===== config.mk =====
export PLATFORM = sky130hd
export DESIGN_NAME = serial_word_serializer
export DESIGN_NICKNAME = d
export VERILOG_FILES = /design/src/rtl/serial_word_serializer.sv
export SDC_FILE = /design/constraint.sdc
export NUM_CORES = 1
export LEC_CHECK = 0
export CAP_MARGIN = 20
export CORE_ASPECT_RATIO = 0.9
export CORE_UTILIZATION = 35
export CTS_BUF_LIST = sky130_fd_sc_hd__clkbuf_2
export DETAILED_ROUTE_END_ITERATION = 6
export GPL_ROUTABILITY_DRIVEN = 0
export HOLD_SLACK_MARGIN = 0.1
export PLACE_DENSITY_LB_ADDON = 0.3
export REMOVE_ABC_BUFFERS = 1
export SLEW_MARGIN = 20
export SYNTH_ARGS = -nofsm -noshare
export SYNTH_HDL_FRONTEND = slang
export SYNTH_SLANG_ARGS = --single-unit

===== constraint.sdc =====
create_clock -name clk -period 2.45 [get_ports clk]
set_clock_uncertainty 0.05 [all_clocks]
set_input_delay 0.49 -clock clk [delete_from_list [all_inputs] [get_ports clk]]
set_output_delay 0.49 -clock clk [all_outputs]
set_load 0.05 [all_outputs]

===== src/rtl/serial_word_serializer.sv =====
// Parallel-in / serial-out word serializer with a one-entry holding buffer.
// Optional even parity bit per word when SERIALIZER_PARITY_EN is defined.
module serial_word_serializer #(
  parameter int W         = 8,
  parameter bit MSB_FIRST = 1'b1
) (
  input  logic         clk,
  input  logic         resetn,
  input  logic [W-1:0] din,
  input  logic         din_valid,
  output logic         din_ready,
  output logic         dout,
  output logic         dout_valid,
  output logic         busy
);

`ifdef SERIALIZER_PARITY_EN
  localparam int L = W + 1;
`else
  localparam int L = W;
`endif
  localparam int CW = $clog2(L);

  logic [W-1:0]  sh;
  logic [W-1:0]  hold;
  logic          hold_full;
  logic [CW-1:0] cnt;
`ifdef SERIALIZER_PARITY_EN
  logic          par;
`endif

  logic          hs;
  logic          last;
  logic          free;
  logic          load;
  logic [W-1:0]  nxt;

  function automatic logic head(input logic [W-1:0] w);
    return MSB_FIRST ? w[W-1] : w[0];
  endfunction

  function automatic logic [W-1:0] adv(input logic [W-1:0] w);
    return MSB_FIRST ? (w << 1) : (w >> 1);
  endfunction

  assign din_ready = !hold_full;
  assign hs        = din_valid && !hold_full;
  assign last      = dout_valid && (cnt == CW'(L - 1));
  assign free      = !dout_valid || last;
  assign load      = free && (hold_full || hs);
  assign nxt       = hold_full ? hold : din;
  assign busy      = dout_valid || hold_full;

  // Shifter: load a new word when free, otherwise emit the next bit.
  always_ff @(posedge clk or negedge resetn) begin
    if (!resetn) begin
      sh         <= '0;
      cnt        <= '0;
      dout       <= 1'b0;
      dout_valid <= 1'b0;
`ifdef SERIALIZER_PARITY_EN
      par        <= 1'b0;
`endif
    end else if (load) begin
      dout       <= head(nxt);
      sh         <= adv(nxt);
      cnt        <= '0;
      dout_valid <= 1'b1;
`ifdef SERIALIZER_PARITY_EN
      par        <= ^nxt;
`endif
    end else if (free) begin
      dout       <= 1'b0;
      dout_valid <= 1'b0;
      cnt        <= '0;
    end else begin
      cnt <= cnt + 1'b1;
`ifdef SERIALIZER_PARITY_EN
      if (cnt == CW'(W - 1)) begin
        dout <= par;
      end else begin
        dout <= head(sh);
        sh   <= adv(sh);
      end
`else
      dout <= head(sh);
      sh   <= adv(sh);
`endif
    end
  end

  // Holding buffer: captures a word unless it bypasses into the shifter.
  always_ff @(posedge clk or negedge resetn) begin
    if (!resetn) begin
      hold      <= '0;
      hold_full <= 1'b0;
    end else if (hs && !(free && !hold_full)) begin
      hold      <= din;
      hold_full <= 1'b1;
    end else if (free && hold_full) begin
      hold_full <= 1'b0;
    end
  end

endmodule

; ---- Yosys cells after proc, flatten, opt, wreduce, memory -nomap -nowiden
; Index checks and enable logic that the tools add are counted.
; W data, S select, Z words.
[classes]
n_reduce_logical = 14
add_sub_neg = 1
n_mux = 11
eq_ne = 2
[op_table]
columns = cell, count
row1 = $mux W8, 3
row2 = $logic_and A1 B1 Y1, 6
row3 = $mux W1, 6
row4 = $mux W3, 2
row5 = $reduce_bool A2 Y1, 2
row6 = $add A3 B1 Y3 const B, 1
row7 = $eq A3 B3 Y1 const B, 1
row8 = $logic_not A1 Y1, 3
row9 = $logic_or A1 B1 Y1, 3
row10 = $ne A2 B1 Y1 const B, 1
[totals]
out_inout_bits = 4
elab_cells = 34
in_bits = 11
register_bits = 22

; ---- Depth between registers and ports, before layout
[depth]
word_depth = 7
mapped_depth = 7
depth_no_buf = 5

; ---- Worst setup path after synthesis
; No wires, ideal clock.
[synth_timing]
path_kind = register to register
startpoint = register cnt[0]
endpoint = register hold[0]
arrival_ns = 1.592
path_slack_ns = 0.683
t_required_ns = 2.275
stages_incl_launch_ff = 8
path_cell_list = dfrtp_1 ha_1 ha_1 nor2b_4 buf_6 and3_4 buf_6 mux2_4
[synth_between]
elab_chain_cells = 6
[synth_lines]
columns = item, line
row1 = "start, declared", 27  ; logic [CW-1:0] cnt;
row2 = "start signal, assigned", 77  ; cnt <= cnt + 1'b1;
row3 = $eq A3 B3 Y1, 48  ; assign last = dout_valid && (cnt == CW'(L - 1));
row4 = $logic_and A1 B1 Y1, 48
row5 = $logic_or A1 B1 Y1, 49  ; assign free = !dout_valid || last;
row6 = $logic_and A1 B1 Y1, 97  ; end else if (hs && !(free && !hold_full)) begin
row7 = $logic_not A1 Y1, 97
row8 = $logic_and A1 B1 Y1, 97
row9 = "end signal, assigned", 98  ; hold <= din;
row10 = "end, declared", 25  ; logic [W-1:0] hold;
; Every way passes these cells.
; A chain may end at the register's enable or synchronous reset.

; ---- Final worst setup path
[layout_timing]
startpoint = register dout_valid
endpoint = output dout_valid
[layout_rtl]
columns = item, line
row1 = "start, declared", 13  ; output logic dout_valid,
row2 = "start signal, assigned", 60  ; dout_valid <= 1'b0;
row3 = "start signal, assigned", 68  ; dout_valid <= 1'b1;
row4 = "start signal, assigned", 74  ; dout_valid <= 1'b0;
; No word-level cell between the ends.

==> results.rst <==
.. list-table::
   :header-rows: 1

   * - Metric
     - Value
   * - Total clock sinks
     - 21
   * - Flip-flop and latch count after synthesis
     - 21
   * - Number of global-route vias before repair
     - about 700
   * - Leak
     - 0.510 nW
   * - Post-Syn Area per Cell
     - 11.6 um2
   * - Fraction of the yosys area taken by sequential cells
     - 53.3%
   * - Arrival time at the worst endpoint
     - about 1.6 ns
   * - Fmax achieved
     - ~470 MHz
   * - R2R depth
     - 5
   * - Result of the run
     - finished, violations left
   * - Cell breakdown of the critical path
     - clkdlybuf4s50_1
   * - Via density
     - approximately 5
   * - Worst path setup slack after routing
     - between 0.3 and 0.4 ns
   * - Final critical-path share of the clock period
     - a little under nine tenths
   * - Wire length of the first global-routing pass
     - between 3000 and 4000 um
   * - Final instance count without filler cells
     - approximately 130
   * - Cell with the biggest individual delay on the critical path
     - sky130_fd_sc_hd__clkdlybuf4s50_1
   * - Power density cells
     - approximately 1000 nW/um2
   * - Detailed-route wire length
     - ~1800 um
   * - Layer with the highest usage
     - met2
   * - Antenna Diode Count
     - 0
   * - Minimum hold slack
     - 0.401 ns
   * - Final Setup Violations
     - 0
   * - FF-to-FF setup slack
     - ~0.5 ns
   * - Most common library cell in the layout ignoring fill and taps
     - sky130_fd_sc_hd__dfrtp_1
   * - Hold Startpoint
     - cnt[0]
   * - Final #Nets
     - approximately 110
   * - Clock H-tree levels
     - 1
   * - Clock tree from TritonCTS
     - done
   * - Overall fraction of global-route tracks in use
     - between 10% and 20%
   * - Hold-critical path depth
     - 1
   * - Post-placement cell area
     - around 1100 um2
   * - Syn Std Cell Area
     - ~990 um2
   * - Synth cell types
     - 20
   * - Accumulated negative setup slack
     - 0 ns
   * - Worst Setup Path Type
     - flop to primary output
   * - Clock transition at path regs
     - approximately 0.21 ns
   * - Critical path peak fanout
     - 4
   * - Share of the core filled with cells in the final layout
     - between 40% and 50%
   * - Class of the tightest hold or removal check
     - flop to flop
   * - Most frequent cells in the layout
     - sky130_fd_sc_hd__dfrtp_1, sky130_fd_sc_hd__o21ai_0, sky130_fd_sc_hd__clkdlybuf4s50_1
   * - Final hold violations
     - 0
   * - Max capacitance violation total
     - 0
   * - Die area
     - around 3000 um2
   * - Relative slew slack
     - between 60% and 70%
   * - Met1 layer usage reported by global route
     - between 15 and 20%
   * - Crit path capture type
     - primary output
   * - Count of synthesis-stage warnings from yosys
     - 0
   * - DR vias
     - between 600 and 700
   * - Min Tclk post-route
     - 2.11 ns
   * - Residual overflow from global routing
     - 0
   * - Total placed cells including tap cells
     - between 100 and 150
   * - Setup repair after global routing missed its margin
     - no
   * - Fin area
     - between 1000 and 1500 um2
   * - Worst setup SP type
     - flop
   * - Number of buffers added on ports
     - 14
   * - Die width
     - 57.9 um
   * - Source of the worst register-to-register timing path
     - cnt[0]
   * - Number of buffers on the longest clock path
     - 2
   * - Core Footprint
     - between 2000 and 3000 um2
   * - Antenna violations before repair
     - 0
   * - Source-to-sink clock delay at the later pin of the worst-skew pair
     - approximately 0.33 ns
   * - Overall power of the completed layout
     - ~1.2 mW
   * - Number of pins with negative max-slew slack in the final report
     - 0
   * - DIE HEIGHT
     - 52.4 um
   * - Worst EP required
     - ~1.9 ns
   * - Post-route ant nets
     - 0
   * - Worst r2r dst
     - hold[1]
   * - Hold bufs inserted after CTS
     - 0
   * - I/O pin count
     - 15
   * - Site Rows
     - 17
   * - Capture endpoint of the worst hold path
     - cnt[0]
   * - Worst setup timing slack at the placement stage
     - around 0.44 ns
   * - Bufs and invs on worst path
     - 1
   * - Total CTS buffers
     - 3
   * - DRC violations left
     - 2
   * - Router iterations before antenna repair
     - 6
   * - Failing checks
     - design-rule violations
   * - Slowest stage delay, CP
     - about 0.8 ns
   * - Area added between synthesis and finish
     - 17.1%
   * - Met2 track demand over resource in global routing
     - between 20% and 30%
   * - Cell family contributing the most delay on the critical path
     - buffers and inverters
   * - Iteration-0 DRC Markers
     - 21
   * - Least-Margin Pin Slew
     - roughly 0.5 ns
   * - Logic depth of the worst path, buffers included
     - 1
   * - Share of final-layout standard cells stronger than drive strength 1
     - between 10% and 20%
   * - Filler instances
     - 243
   * - Synthesized netlist cell count
     - 85
   * - Initial Util
     - 38.6%
   * - Maximum vdd ir drop
     - about 0.00034 V
   * - Maximum number of pins on one net before global-route repair
     - 22
   * - Post-DP HPWL
     - 1200 um
   * - Met3 routing resource usage after global routing
     - 4.44%
   * - Wire length per cell after detailed routing
     - 14.4 um
   * - Clock root buffer master
     - sky130_fd_sc_hd__clkbuf_2
## flip-flops by register name, summed over array words and instances (netlist names)
| name | flops |
|---|---|
| hold | 8 |
| sh | 7 |
| cnt | 3 |
| dout | 1 |
| dout_valid | 1 |
| hold_full | 1 |
## cells by family (layout without fill, tap and decap cells)
kind of cell               count (synthesis)  after routing  synth area share [%]
adders and majority gates                  2              2                  2.54
muxes                                      9              9                  13.2
and+or+nand+nor                           24             24                  13.7
DFF                                       21             21                  53.3
AOI/OAI and AO/OA                         22             22                  12.7
buffers and inverters                      7             21                  4.57
## repair_timing
item,in CTS,in global routing
gates resized for setup,0,1
buffers inserted,0,0
endpoints found under the setup margin,0,1
## per-layer routing
layer | share of wire, % | routed length (um)
met5 | 0 | 0
met4 | 0.22 | 4
met3 | 5.3 | 97
met2 | 42 | 772
met1 | 52 | 954
## cells in the mapped netlist
library cell | count | area [um2]
sky130_fd_sc_hd__dfrtp_1 | 21 | 526
sky130_fd_sc_hd__o21ai_0 | 13 | 65.1
sky130_fd_sc_hd__mux2_4 | 8 | 120
sky130_fd_sc_hd__nand2_1 | 7 | 26.3
sky130_fd_sc_hd__a211oi_1 | 6 | 45.0
sky130_fd_sc_hd__nor2b_1 | 6 | 37.5
sky130_fd_sc_hd__nor2_1 | 4 | 15.0
sky130_fd_sc_hd__a21oi_1 | 3 | 15.0
sky130_fd_sc_hd__buf_2 | 3 | 15.0
sky130_fd_sc_hd__and2_1 | 2 | 12.5
sky130_fd_sc_hd__buf_6 | 2 | 22.5
sky130_fd_sc_hd__ha_1 | 2 | 25.0
sky130_fd_sc_hd__and3_4 | 1 | 11.3
sky130_fd_sc_hd__clkbuf_1 | 1 | 3.75
sky130_fd_sc_hd__inv_1 | 1 | 3.75
sky130_fd_sc_hd__mux2i_1 | 1 | 10.0
sky130_fd_sc_hd__nand3_1 | 1 | 5.00
sky130_fd_sc_hd__nor2b_4 | 1 | 13.8
sky130_fd_sc_hd__or2_2 | 1 | 6.26
sky130_fd_sc_hd__or2b_1 | 1 | 7.51
## power breakdown
group	switching [mW]	internal (mW)	total, mW
clock	0.108	0.0370	0.145
combinational	0.241	0.244	0.485
sequential	0.0819	0.495	0.577
total	0.431	0.776	1.21
## area by class of cell
class	instances	area (um2)	share of cell area, %
clock buffer	3	15.0	1.30
multi-input combinational	57	415	36.0
inverter	1	3.75	0.325
timing repair buffer	16	155	13.4
tap	28	35.0	3.03
sequential	21	526	45.5
clock inverter	1	5.00	0.433
## how the worst max path moves through the flow
| stage | from | to | slack (ns) |
|---|---|---|---|
| global placement | hold_full | busy | 0.44 |
| finish | dout_valid | dout_valid | 0.34 |
| global route | dout_valid | dout_valid | 0.26 |
| detailed placement | hold_full | busy | 0.44 |
| CTS | hold_full | busy | 0.006 |
| floorplan | hold_full | hold[0] | 0.70 |
(Power assumes the default switching activity.)
